## config.mk

```make
export PLATFORM = sky130hd
export DESIGN_NAME = common_dffram_fifo
export DESIGN_NICKNAME = d
export VERILOG_FILES = /design/src/rtl/common_dffram_fifo.sv
export SDC_FILE = /design/constraint.sdc
export NUM_CORES = 1
export LEC_CHECK = 0
export BUFFER_PORTS_ARGS = -buffer_cell sky130_fd_sc_hd__buf_2
export CAP_MARGIN = 15
export CORE_AREA = 3 3 92 94
export DETAILED_ROUTE_END_ITERATION = 16
export DIE_AREA = 0 0 95 97
export GPL_ROUTABILITY_DRIVEN = 0
export GPL_TIMING_DRIVEN = 0
export PLACE_DENSITY = 0.49
export SLEW_MARGIN = 20
export SYNTH_ARGS = -nofsm -noshare
export SYNTH_HDL_FRONTEND = slang
export SYNTH_SLANG_ARGS = --single-unit
```

## constraint.sdc

```tcl
create_clock -name clk -period 3 [get_ports clk]
set_clock_uncertainty 0.2 [all_clocks]
set_input_delay 0 -clock clk [delete_from_list [all_inputs] [get_ports clk]]
set_output_delay 0 -clock clk [all_outputs]
set_load 0.05 [all_outputs]
```

## src/rtl/common_dffram_fifo.sv

```systemverilog
// Synchronous FIFO with first-word fall-through. Entries live in a small flop RAM.
// Optional macro COMMON_DFFRAM_FIFO_BYPASS_EN: an empty FIFO forwards wdata straight to rdata.

module common_dffram_2a1we2r #(
  parameter int unsigned          DATA_WIDTH      = 8,
  parameter int unsigned          ADDR_WIDTH      = 2,
  parameter logic [DATA_WIDTH-1:0] RAM_RESET_VALUE = '0
) (
  input  logic                  clk,
  input  logic                  reset,
  input  logic                  ena,
  input  logic [DATA_WIDTH-1:0] wea,
  input  logic [ADDR_WIDTH-1:0] addra,
  input  logic [DATA_WIDTH-1:0] dina,
  output logic [DATA_WIDTH-1:0] douta,
  input  logic [ADDR_WIDTH-1:0] addrb,
  output logic [DATA_WIDTH-1:0] doutb
);
  localparam int unsigned DEPTH = 1 << ADDR_WIDTH;

  logic [DEPTH-1:0][DATA_WIDTH-1:0] mem_q;

  // Per-entry flops; wea acts as a bitwise write mask.
  for (genvar g = 0; g < DEPTH; g++) begin : g_ent
    always_ff @(posedge clk or posedge reset) begin
      if (reset)
        mem_q[g] <= RAM_RESET_VALUE;
      else if (ena && (addra == ADDR_WIDTH'(g)))
        mem_q[g] <= (mem_q[g] & ~wea) | (dina & wea);
    end
  end

  assign douta = mem_q[addra];
  assign doutb = mem_q[addrb];
endmodule

module common_dffram_fifo #(
  parameter int unsigned FIFO_DATA_WIDTH = 8,
  parameter int unsigned FIFO_ADDR_WIDTH = 2
) (
  input  logic                       clk,
  input  logic                       reset,
  input  logic                       wvalid,
  output logic                       wready,
  input  logic [FIFO_DATA_WIDTH-1:0] wdata,
  output logic                       rvalid,
  input  logic                       rready,
  output logic [FIFO_DATA_WIDTH-1:0] rdata,
  output logic [FIFO_ADDR_WIDTH:0]   count
);
  localparam int unsigned PW = FIFO_ADDR_WIDTH + 1;

  logic [PW-1:0]              wptr_q, wptr_d, rptr_q, rptr_d;
  logic                       empty, full, push, pop;
  logic [FIFO_DATA_WIDTH-1:0] ram_doutb, ram_douta_unused;

  assign empty  = (wptr_q == rptr_q);
  assign full   = (wptr_q[FIFO_ADDR_WIDTH-1:0] == rptr_q[FIFO_ADDR_WIDTH-1:0]) &&
                  (wptr_q[FIFO_ADDR_WIDTH] != rptr_q[FIFO_ADDR_WIDTH]);
  assign count  = wptr_q - rptr_q;
  assign wready = !full;

`ifdef COMMON_DFFRAM_FIFO_BYPASS_EN
  logic byp;
  // Empty cycle with a ready consumer: the word passes through, storage untouched.
  assign byp    = empty & wvalid & rready;
  assign rvalid = !empty | wvalid;
  assign rdata  = empty ? wdata : ram_doutb;
  assign push   = wvalid & wready & !byp;
  assign pop    = rvalid & rready & !empty;
`else
  assign rvalid = !empty;
  assign rdata  = ram_doutb;
  assign push   = wvalid & wready;
  assign pop    = rvalid & rready;
`endif

  assign wptr_d = wptr_q + PW'(push);
  assign rptr_d = rptr_q + PW'(pop);

  always_ff @(posedge clk or posedge reset) begin
    if (reset) begin
      wptr_q <= '0;
      rptr_q <= '0;
    end else begin
      wptr_q <= wptr_d;
      rptr_q <= rptr_d;
    end
  end

  common_dffram_2a1we2r #(
    .DATA_WIDTH      (FIFO_DATA_WIDTH),
    .ADDR_WIDTH      (FIFO_ADDR_WIDTH),
    .RAM_RESET_VALUE ('0)
  ) u_ram (
    .clk   (clk),
    .reset (reset),
    .ena   (push),
    .wea   ({FIFO_DATA_WIDTH{1'b1}}),
    .addra (wptr_q[FIFO_ADDR_WIDTH-1:0]),
    .dina  (wdata),
    .douta (ram_douta_unused),
    .addrb (rptr_q[FIFO_ADDR_WIDTH-1:0]),
    .doutb (ram_doutb)
  );
endmodule

```

# == Word level (Yosys, flattened, before mapping) ==
# Cells that the tools add are included.
# totals
register_bits,38
inputBits,12
out_inout_bits,13
wordCells,28
# op_classes
addsub,3
n_lt_le_gt_ge,1
n_eq_ne,6
mux,2
bitwise,2
n_reduce_logical,8
# op_table
operator,count
binary-select mux 8 bit (select 2 bit),1
two-way mux 8 bit,1
adder 3 x 1 -> 3 bit,2
logical AND 1 bit,5
equality test 2 bit (second input constant),2
equality test 3 bit,1
less-than comparator 2 x 3 -> 1 bit (second input constant),1
subtractor 3 bit,1
bitwise AND 1 bit,2
equality test 2 x 1 -> 1 bit (second input constant),1
equality test 2 bit,1
zero test 1 bit,2
zero test 2 bit,1
!= test 1 bit,1

# == Longest topological paths before layout ==
# logic_depth
depth_word,5
ltp_mapped,9
mapped_depth_nobuf,8

# == Cells and area by module ==
# From an unflattened synthesis, not the netlist that was laid out.
# unflattened
hier_cells,156
area_unflattened_um2,2265.9
# by_module_without_submodules
module,n_inst,cells_each,area_per_inst_um2,seq_area_each_um2
common_dffram_2a1we2r,1,126,1919.3,800.8
common_dffram_fifo,1,30,346.6,150.1

# == Worst setup path after synthesis ==
# No wires, ideal clock.
# synth_timing
kind,flip-flop to flip-flop
start,reg rptr_q[1]
end,reg wptr_q[2]
setup_ns,0.125
arrival_ns,2.216
required_ns,2.675
slack_ns,0.459
path_stages_with_launch,10
n_path_buf,1
period_less_slack_ns,2.541
path_cell_list,dfrtp_1 -> buf_2 -> inv_1 -> ha_1 -> nand2_1 -> or2_2 -> and2_1 -> ha_1 -> ha_1 -> xor2_1
# synth_via
elab_chain_cells,5
# synth_rtl
item,line_no,text
start: declaration,53,"logic [PW-1:0] wptr_q, wptr_d, rptr_q, rptr_d;"
start signal: assignment,87,rptr_q <= rptr_d;
equality test 2 bit,58,assign full = (wptr_q[FIFO_ADDR_WIDTH-1:0] == rptr_q[FIFO_ADDR_WIDTH-1:0]) &&
logical AND 1 bit,58,
zero test 1 bit,61,assign wready = !full;
net wready,44,"output logic wready,"
bitwise AND 1 bit,74,assign push = wvalid & wready;
adder 3 x 1 -> 3 bit,78,assign wptr_d = wptr_q + PW'(push);
net wptr_d[2],53,
end signal: assignment,86,wptr_q <= wptr_d;
end: declaration,53,
# The timed path passes the listed nets, and every way through them passes these cells.
# A chain may end at the register's enable or synchronous reset.

# == Final worst setup path ==
# layout_timing
start,reg rptr_q[1]
end,reg wptr_q[2]
# layout_via
elab_chain_cells,5
# layout_rtl
item,line_no
equality test 2 bit,58
logical AND 1 bit,58
zero test 1 bit,61
bitwise AND 1 bit,74
adder 3 x 1 -> 3 bit,78
net wptr_d[2],53
# The timed path passes the listed nets, and every way through them passes these cells.

==> reports/metrics.cfg <==
[floorplan]
rows = 32
die_h_um = 97
io_pins = 25
core_um2 = 7730
die_x_um = 95
start_util_pct = 22.7
die_area_um2 = 9220

[timing]
fin_tns_setup_ns = 0
finalHoldViolations = 0
worst_slew_pin_slew_ns = 0.769
slew_headroom_pct = 48.7
rsz0062_at_grt = no
min_period_over_period_pct = 85.3
fmax_mhz = 391
finalSetupViolations = 0
slew_violations = 0
fin_crit_ns = 2.56

[grt]
antenna_found_initial = 0
gr-usage-met1_pct = 9.33
grt_pass1_wl_um = 5710
grt_pass1_vias = 1136
grtUsageMet2_pct = 14.9
gr-max-usage-layer = met2
grt_overflow = 0
grt.total_usage_pct = 8.47
grt_start_max_net_pins = 39
grt_util_met3_pct = 2.80

[clock_tree]
ctsLongestPathBuffers = 2
htree_levels = 2
numCtsBuffers = 5
cts.sinks = 38
clk_pin_slew_worst_paths_ns = 0.07
cts_tree = done
clock_latency_ns = 0.28
cts_resized = 0
root_buffer = clkbuf_8

[drt]
via_per_inst = 4.10
wl_per_cell_um = 14.2
ant_nets = 0
drt_iter0_drc = 8
drt-pass1-iter-count = 3
vias = 1024
wl_um = 3550
drc = 0

[synth]
synth_edf_count = 0
synth_cells = 107
async_flop_share_pct = 100
synth_most_common_cell = dfrtp_1
ys_seq_area_share_pct = 54.3
synth_top_cell_by_area = dfrtp_1
syn_avg_cell_area_um2 = 16.4
synth_area_leaders = dfrtp_1 54%, mux2_2 21%, mux4_2 10%, ha_1 4.3%, o2111ai_2 3.4%
synth_warnings = 0
synth_area_um2 = 1750
netlist.area_leader.share_pct = 54.3
syn_nets = 126
ys_top_cells_by_count = 38 x dfrtp_1, 32 x mux2_2, 8 x mux4_2
synth_seq_cells = 38
synth_cell_types = 17
ys.flop_type = dfrtp_1

[min_path]
hold_start = wvalid
hold_depth = 3
whs_endpoint = wptr_q[0]$_DFF_PP0_
hp-class = in2reg

[critical_path]
critical_path_arrival_ns = 2.52
regToRegSetupSlack_ns = 0.44
worstReg2RegStart = rptr_q[1]$_DFF_PP0_
reg2regPathDepth = 9
path_class = reg2reg
crit_path_start_kind = flip-flop
critPathMaxFanout = 9
reg2reg_to = wptr_q[2]$_DFF_PP0_
cp-end-kind = flip-flop
worstPathRequired_ns = 2.96

[placement]
portBuffers = 23
dpl-instance-area_um2 = 1990
dp_hpwl_um = 2540

[final_layout]
n_fill_cell = 788
drive_above_1_share_pct = 52.7
nets = 166
diodes = 0
final_cell_area_um2 = 2190
syn2layout_area_growth_pct = 24.8

[run_status]
status = finished, final reports clean

[job]
drv_cap = 0

## per-stage QoR
step / std cells / worst slack (ns) / hold slack [ns] / util, %
finish: 250 / 0.441 / 0.0778 / 28.3
global route: 250 / 0.225 / 0.0925 / 28.3
CTS: 250 / 0.356 / 0.0780 / 28.3
detailed placement: 232 / 0.368 / -0.0121 / 25.8
global placement: 232 / 0.387 / 0.0705 / 25.8
floorplan: 107 / 0.459 / -0.0494 / -
## worst max-delay path, stage by stage, from the launching register on
cell     delay [ns]
dfrtp_1        0.40
buf_2          0.33
inv_1          0.08
ha_1           0.30
nand2_1        0.14
or2_2          0.32
and2_1         0.16
ha_1           0.18
ha_1           0.19
xor2_1         0.14
## worst max path at each step
| stage | to | start | depth (start not counted) | slack (ns) |
|---|---|---|---|---|
| after global routing | u_ram.mem_q[18]$_DFFE_PP0P_ | rptr_q[1]$_DFF_PP0_ | 6 | 0.22 |
| final | wptr_q[2]$_DFF_PP0_ | rptr_q[1]$_DFF_PP0_ | 9 | 0.44 |
| after CTS | u_ram.mem_q[18]$_DFFE_PP0P_ | rptr_q[1]$_DFF_PP0_ | 6 | 0.36 |
| after detailed placement | u_ram.mem_q[19]$_DFFE_PP0P_ | rptr_q[1]$_DFF_PP0_ | 6 | 0.37 |
| after global placement | u_ram.mem_q[23]$_DFFE_PP0P_ | rptr_q[1]$_DFF_PP0_ | 6 | 0.39 |
| after floorplan | wptr_q[2]$_DFF_PP0_ | rptr_q[1]$_DFF_PP0_ | 9 | 0.46 |
## layout make-up
| type | count | area [um2] | share of cell area (%) |
|---|---|---|---|
| Buffer | 3 | 12.5 | 0.572 |
| Clock buffer | 7 | 86.3 | 3.95 |
| Clock inverter | 1 | 5.00 | 0.229 |
| Inverter | 6 | 22.5 | 1.03 |
| Multi-Input combinational cell | 60 | 766 | 35.0 |
| Sequential cell | 38 | 951 | 43.5 |
| Tap cell | 102 | 128 | 5.84 |
| Timing Repair Buffer | 33 | 215 | 9.85 |
## registers in the layout, summed over array words and instances (netlist names)
signal,count
u_ram.mem_q,32
rptr_q,3
wptr_q,3
## routing by layer
metal / routed length, um / share of wire [%]
met1: 1470 / 42
met2: 1870 / 53
met3: 169 / 4.8
met4: 36 / 1.0
met5: 0 / 0
## timing repair
| action | 4_1_cts | 5_1_grt |
|---|---|---|
| buffers inserted | 0 | 0 |
| endpoints found under the hold margin | 71 | 0 |
| hold buffers | 10 | 0 |
## cells by family (layout without fill, tap and decap cells)
logic type	count (synthesis)	count (layout)	synth area share, %
AOI/OAI and AO/OA	4	4	3.43
adders and majority gates	7	7	5.43
DFF	38	38	54.3
and+or+nand+nor	5	5	1.57
muxes	40	40	30.9
buffers and inverters	9	50	2.00
xor gates and xnor gates	4	4	2.43
## layout by cell type (no fill, tap or decap), drive strengths merged
cell / synthesis / final
and2: 2 / 2
xnor2: 2 / 2
clkbuf: 1 / 8
clkinv: 0 / 1
nand2: 1 / 1
dlygate4sd3: 0 / 10
o2111ai: 4 / 4
nand3: 1 / 1
ha: 6 / 6
dfrtp: 38 / 38
mux4: 8 / 8
inv: 6 / 6
buf: 2 / 25
or2: 1 / 1
fa: 1 / 1
xor2: 2 / 2
mux2: 32 / 32
Power is not shown: default switching activity piles up to over one toggle a cycle in this logic, so the estimate is an artifact.
